[config.mk]
export PLATFORM = sky130hd
export DESIGN_NAME = vga_sync
export DESIGN_NICKNAME = d
export VERILOG_FILES = /design/src/rtl/vga_sync.sv
export SDC_FILE = /design/constraint.sdc
export NUM_CORES = 1
export LEC_CHECK = 0
export BUFFER_PORTS_ARGS = -buffer_cell sky130_fd_sc_hd__buf_2
export CELL_PAD_IN_SITES_DETAIL_PLACEMENT = 0
export CELL_PAD_IN_SITES_GLOBAL_PLACEMENT = 1
export CORE_ASPECT_RATIO = 0.75
export CORE_UTILIZATION = 41
export DETAILED_ROUTE_END_ITERATION = 10
export PLACE_DENSITY_LB_ADDON = 0.1
export SLEW_MARGIN = 15
export SYNTH_ARGS = -nofsm -noshare
export SYNTH_HDL_FRONTEND = slang
export SYNTH_SLANG_ARGS = --single-unit
export TNS_END_PERCENT = 30
[constraint.sdc]
create_clock -name clk -period 4.1 [get_ports clk]
set_input_delay 0.205 -clock clk [delete_from_list [all_inputs] [get_ports clk]]
set_output_delay 0.205 -clock clk [all_outputs]
set_load 0.005 [all_outputs]
[src/rtl/vga_sync.sv]
// rtl/vga_sync.sv - VGA timing generator: pixel-tick divider, h/v counters, registered sync and blanking
module vga_sync #(
    parameter int bus_pixeles = 10,
    parameter int H_DISPLAY   = 640,
    parameter int H_FRONT     = 16,
    parameter int H_SYNC      = 96,
    parameter int H_BACK      = 48,
    parameter int V_DISPLAY   = 480,
    parameter int V_FRONT     = 10,
    parameter int V_SYNC      = 2,
    parameter int V_BACK      = 33,
    parameter int TICK_DIV    = 4
) (
    input  logic                   clk,
    input  logic                   reset,
    output logic                   hsync,
    output logic                   vsync,
    output logic                   video_on,
    output logic                   p_tick,
    output logic [bus_pixeles-1:0] pixel_x,
    output logic [bus_pixeles-1:0] pixel_y
);

    localparam int H_TOTAL = H_DISPLAY + H_FRONT + H_SYNC + H_BACK;
    localparam int V_TOTAL = V_DISPLAY + V_FRONT + V_SYNC + V_BACK;
    localparam int DIV_W   = (TICK_DIV > 1) ? $clog2(TICK_DIV) : 1;

    localparam logic [DIV_W-1:0]       DIV_LAST = DIV_W'(TICK_DIV - 1);
    localparam logic [bus_pixeles-1:0] H_LAST   = bus_pixeles'(H_TOTAL - 1);
    localparam logic [bus_pixeles-1:0] V_LAST   = bus_pixeles'(V_TOTAL - 1);
    localparam logic [bus_pixeles-1:0] H_VIS    = bus_pixeles'(H_DISPLAY);
    localparam logic [bus_pixeles-1:0] V_VIS    = bus_pixeles'(V_DISPLAY);
    localparam logic [bus_pixeles-1:0] HS_FIRST = bus_pixeles'(H_DISPLAY + H_FRONT);
    localparam logic [bus_pixeles-1:0] HS_LAST  = bus_pixeles'(H_DISPLAY + H_FRONT + H_SYNC - 1);
    localparam logic [bus_pixeles-1:0] VS_FIRST = bus_pixeles'(V_DISPLAY + V_FRONT);
    localparam logic [bus_pixeles-1:0] VS_LAST  = bus_pixeles'(V_DISPLAY + V_FRONT + V_SYNC - 1);

    logic [DIV_W-1:0]       div_q;
    logic [DIV_W-1:0]       div_next;
    logic                   tick_next;
    logic [bus_pixeles-1:0] h_next;
    logic [bus_pixeles-1:0] v_next;
    logic                   hsync_next;
    logic                   vsync_next;
    logic                   video_on_next;

    always_comb begin
        div_next = (div_q == DIV_LAST) ? '0 : div_q + 1'b1;
        tick_next = (div_next == DIV_LAST);

        h_next = pixel_x;
        v_next = pixel_y;
        if (p_tick) begin
            if (pixel_x == H_LAST) begin
                h_next = '0;
                v_next = (pixel_y == V_LAST) ? '0 : pixel_y + 1'b1;
            end else begin
                h_next = pixel_x + 1'b1;
            end
        end

        // Decode the coordinate about to be loaded so the syncs land on the same edge as it.
        hsync_next    = !((h_next >= HS_FIRST) && (h_next <= HS_LAST));
        vsync_next    = !((v_next >= VS_FIRST) && (v_next <= VS_LAST));
        video_on_next = (h_next < H_VIS) && (v_next < V_VIS);
    end

    always_ff @(posedge clk) begin
        if (reset) begin
            div_q    <= '0;
            p_tick   <= 1'b0;
            pixel_x  <= '0;
            pixel_y  <= '0;
            hsync    <= 1'b1;
            vsync    <= 1'b1;
            video_on <= 1'b1;
        end else begin
            div_q    <= div_next;
            p_tick   <= tick_next;
            pixel_x  <= h_next;
            pixel_y  <= v_next;
            hsync    <= hsync_next;
            vsync    <= vsync_next;
            video_on <= video_on_next;
        end
    end

endmodule

==> summary.md <==
| Metric | Value |
|---|---|
| Growth of design area from synthesis to finish | `13.5%` |
| CTS tree | `done` |
| Antenna diodes | `0` |
| Post-Route WL | `3230 um` |
| CTS root buffer | `clkbuf_8` |
| Vias | `1205` |
| Fin nets | `186` |
| Total grt overflow | `0` |
| Clock Pin Slew Worst Setup and Hold Paths | `0.10 ns` |
| Power density of the placed cells | `316 mW/mm^2` |
| Routability cong. | `0.846` |
| Layout cells sized above 1 | `20.2%` |
| Final Cycle Share | `47.7%` |
| Post-DP HPWL | `2310 um` |
| WL per Instance | `14.9 um` |
| Worst Hold Class | `input port to register` |
| Row Count | `17` |
| Global-route wire length before repair | `5310 um` |
| CTS max path bufs | `2` |
| Leak | `0.601 nW` |
| CP Class | `register to register` |
| RSZ-0062 raised after global routing | `no` |
| Die area | `0.00361 sq mm` |
| Syn Nets | `166` |
| Post-synth cell types | `46` |
| Total CTS buffers | `3` |
| Main flop type after synthesis | `dfxtp_1` |
| Clock Skew | `0.00447 ns` |
| Asr flop ratio synth | `0%` |
| Total power | `0.496 mW` |
| Run status | `complete, no violations` |
| EDFF count, synth | `0` |
| Grt met1 use | `28.6%` |
| WP data arrival | `2.11 ns` |
| Initial core utilization | `45.1%` |
| Sum of negative setup slack | `0 ns` |
| Vias in the first global route | `1047` |
| CTS Sinks | `26` |
| Synth Area per Inst | `8.70 sq um` |
| Min cycle time layout | `1.96 ns` |
| Max-slew violation count | `0` |
| CP Capture Type | `register` |
| Cts-stage hold buffer count | `0` |
| Most Used Layer, Global Route | `met1` |
| Routed Antenna Nets | `0` |
| Post-synthesis sequential area ratio | `37.6%` |
| Top Ports | `26` |
| Met2 Usage GRT | `27.8%` |
| Iter 0 DRT Violations | `62` |
| Max_slew headroom | `72.6%` |
| Crit path required time | `4.25 ns` |
| Met3 Usage GRT | `4.62%` |
| Residual DRC count | `0` |
| Final number of setup-violating endpoints | `0` |
| Via density | `5.58` |
| Die span in y | `52.3 um` |
| Mapped Cells | `159` |
| Worst VDD drop | `262 uV` |
| Slew @ Worst Pin | `0.408 ns` |
| Post_cts resized | `0` |
| Die X | `69.1 um` |
| GRT Overall Usage | `19.1%` |
| Yosys reg bits | `26` |
| Fmax | `511 MHz` |
| Yosys warnings | `0` |
| Max-cap viol count | `0` |
| H-tree depth | `1` |
| Initial antenna violation count | `0` |
| Number of port buffers | `25` |
| Final Hold Viols | `0` |
| CP Max Fanout | `6` |
| Cell Area, Synth | `0.00138 sq mm` |
| Critical path launch point type | `register` |
| Core area | `0.00306 sq mm` |
| Largest net degree at the start of global routing | `21` |
| First-pass detailed-route iteration total | `4` |
| Skew-Pair Late Insertion Delay | `0.27 ns` |
| Postcts setup bufs | `0` |
==> path summary, 6_finish.rpt <==
check / from / end / slack, ns / cells past startpoint
worst max register to register: pixel_x[0]$_SDFF_PP0_ / video_on$_SDFF_PP1_ / 2.14 / 6
worst min-delay path: reset / pixel_y[4]$_SDFF_PP0_ / 0.33 / 2
worst min register to register: div_q[0]$_SDFF_PP0_ / div_q[0]$_SDFF_PP0_ / 0.47 / 1
worst max-delay path: pixel_x[0]$_SDFF_PP0_ / video_on$_SDFF_PP1_ / 2.14 / 6
==> critical path, cell delays in order, from the launching register on <==
cell,delay (ns)
dfxtp_1,0.46
ha_1,0.29
and2_1,0.22
nand4_1,0.18
or3_1,0.46
a21oi_2,0.18
a221oi_1,0.06
==> cells by family (layout without fill, tap and decap cells) <==
| group | Yosys count | in the layout | synth area share [%] |
|---|---|---|---|
| buffers and inverters | 15 | 34 | 5.52 |
| DFF | 26 | 26 | 37.6 |
| and+or+nand+nor | 77 | 77 | 31.8 |
| muxes | 2 | 2 | 1.45 |
| AOI/OAI and AO/OA | 20 | 20 | 10.2 |
| xor gates and xnor gates | 14 | 14 | 8.87 |
| adders and majority gates | 5 | 5 | 4.52 |
==> Yosys cell counts, types with 5 or more instances <==
cell type / instances / area [sq um]
a21oi_1: 5 / 25.0
dfxtp_1: 26 / 521
ha_1: 5 / 62.6
inv_1: 5 / 18.8
nand2_1: 11 / 41.3
nand3_1: 5 / 25.0
nand4_1: 9 / 56.3
nor2_1: 17 / 63.8
nor3_1: 8 / 40.0
xnor2_1: 7 / 61.3
xor2_1: 7 / 61.3
==> per-layer routing <==
metal  vias up  wire, um
li1        606         -
met5         -         0
met1       562      1710
met2        35      1330
met3         2       175
met4         0        16
==> cell type report <==
class / instances / area [sq um]
clock buffers: 3 / 41.3
flip-flops and latches: 26 / 520
repair buffers: 25 / 125
clock inverters: 1 / 30.0
multi-input cells: 118 / 786
well taps: 38 / 47.5
inverters: 5 / 18.8
fillers: 322 / 1490
==> placed cells by master, fill, tap and decap left out, drive strengths merged, types with 2 or more instances in the layout <==
master	synthesis	layout
and2	2	2
mux2i	2	2
and4	2	2
nor2	17	17
or3	3	3
nand2	11	11
xnor2	7	7
nand4	9	9
a21o	2	2
nor2b	3	3
and3	3	3
nand3	6	6
o21ai	3	3
xor2	7	7
inv	5	5
clkbuf	5	3
nor3	9	9
dfxtp	26	26
nor4	3	3
a21oi	6	6
nand4b	3	3
ha	5	5
buf	5	25
==> power breakdown <==
group | internal [mW] | switching, mW
Clock | 0.131 | 0.0840
Sequential | 0.257 | 0.00645
Combinational | 0.00788 | 0.0102
Total | 0.396 | 0.101
==> sequential cells by signal, summed over array words and instances (netlist names) <==
| signal | flops |
|---|---|
| p_tick | 1 |
| pixel_x | 10 |
| div_q | 2 |
| video_on | 1 |
| pixel_y | 10 |
| hsync | 1 |
| vsync | 1 |
==> stage by stage <==
step / cell area, sq um / util [%] / setup WS (ns) / instances / hold WS [ns]
after floorplan: 1380 / - / 2.36 / 159 / 0.425
after global placement: 1500 / 48.9 / 2.21 / 212 / 0.437
after detailed placement: 1500 / 48.9 / 2.17 / 212 / 0.458
after CTS: 1570 / 51.2 / 2.15 / 216 / 0.335
after global routing: 1570 / 51.2 / 1.95 / 216 / 0.353
final: 1570 / 51.2 / 2.14 / 216 / 0.329
(Power assumes the default switching activity.)
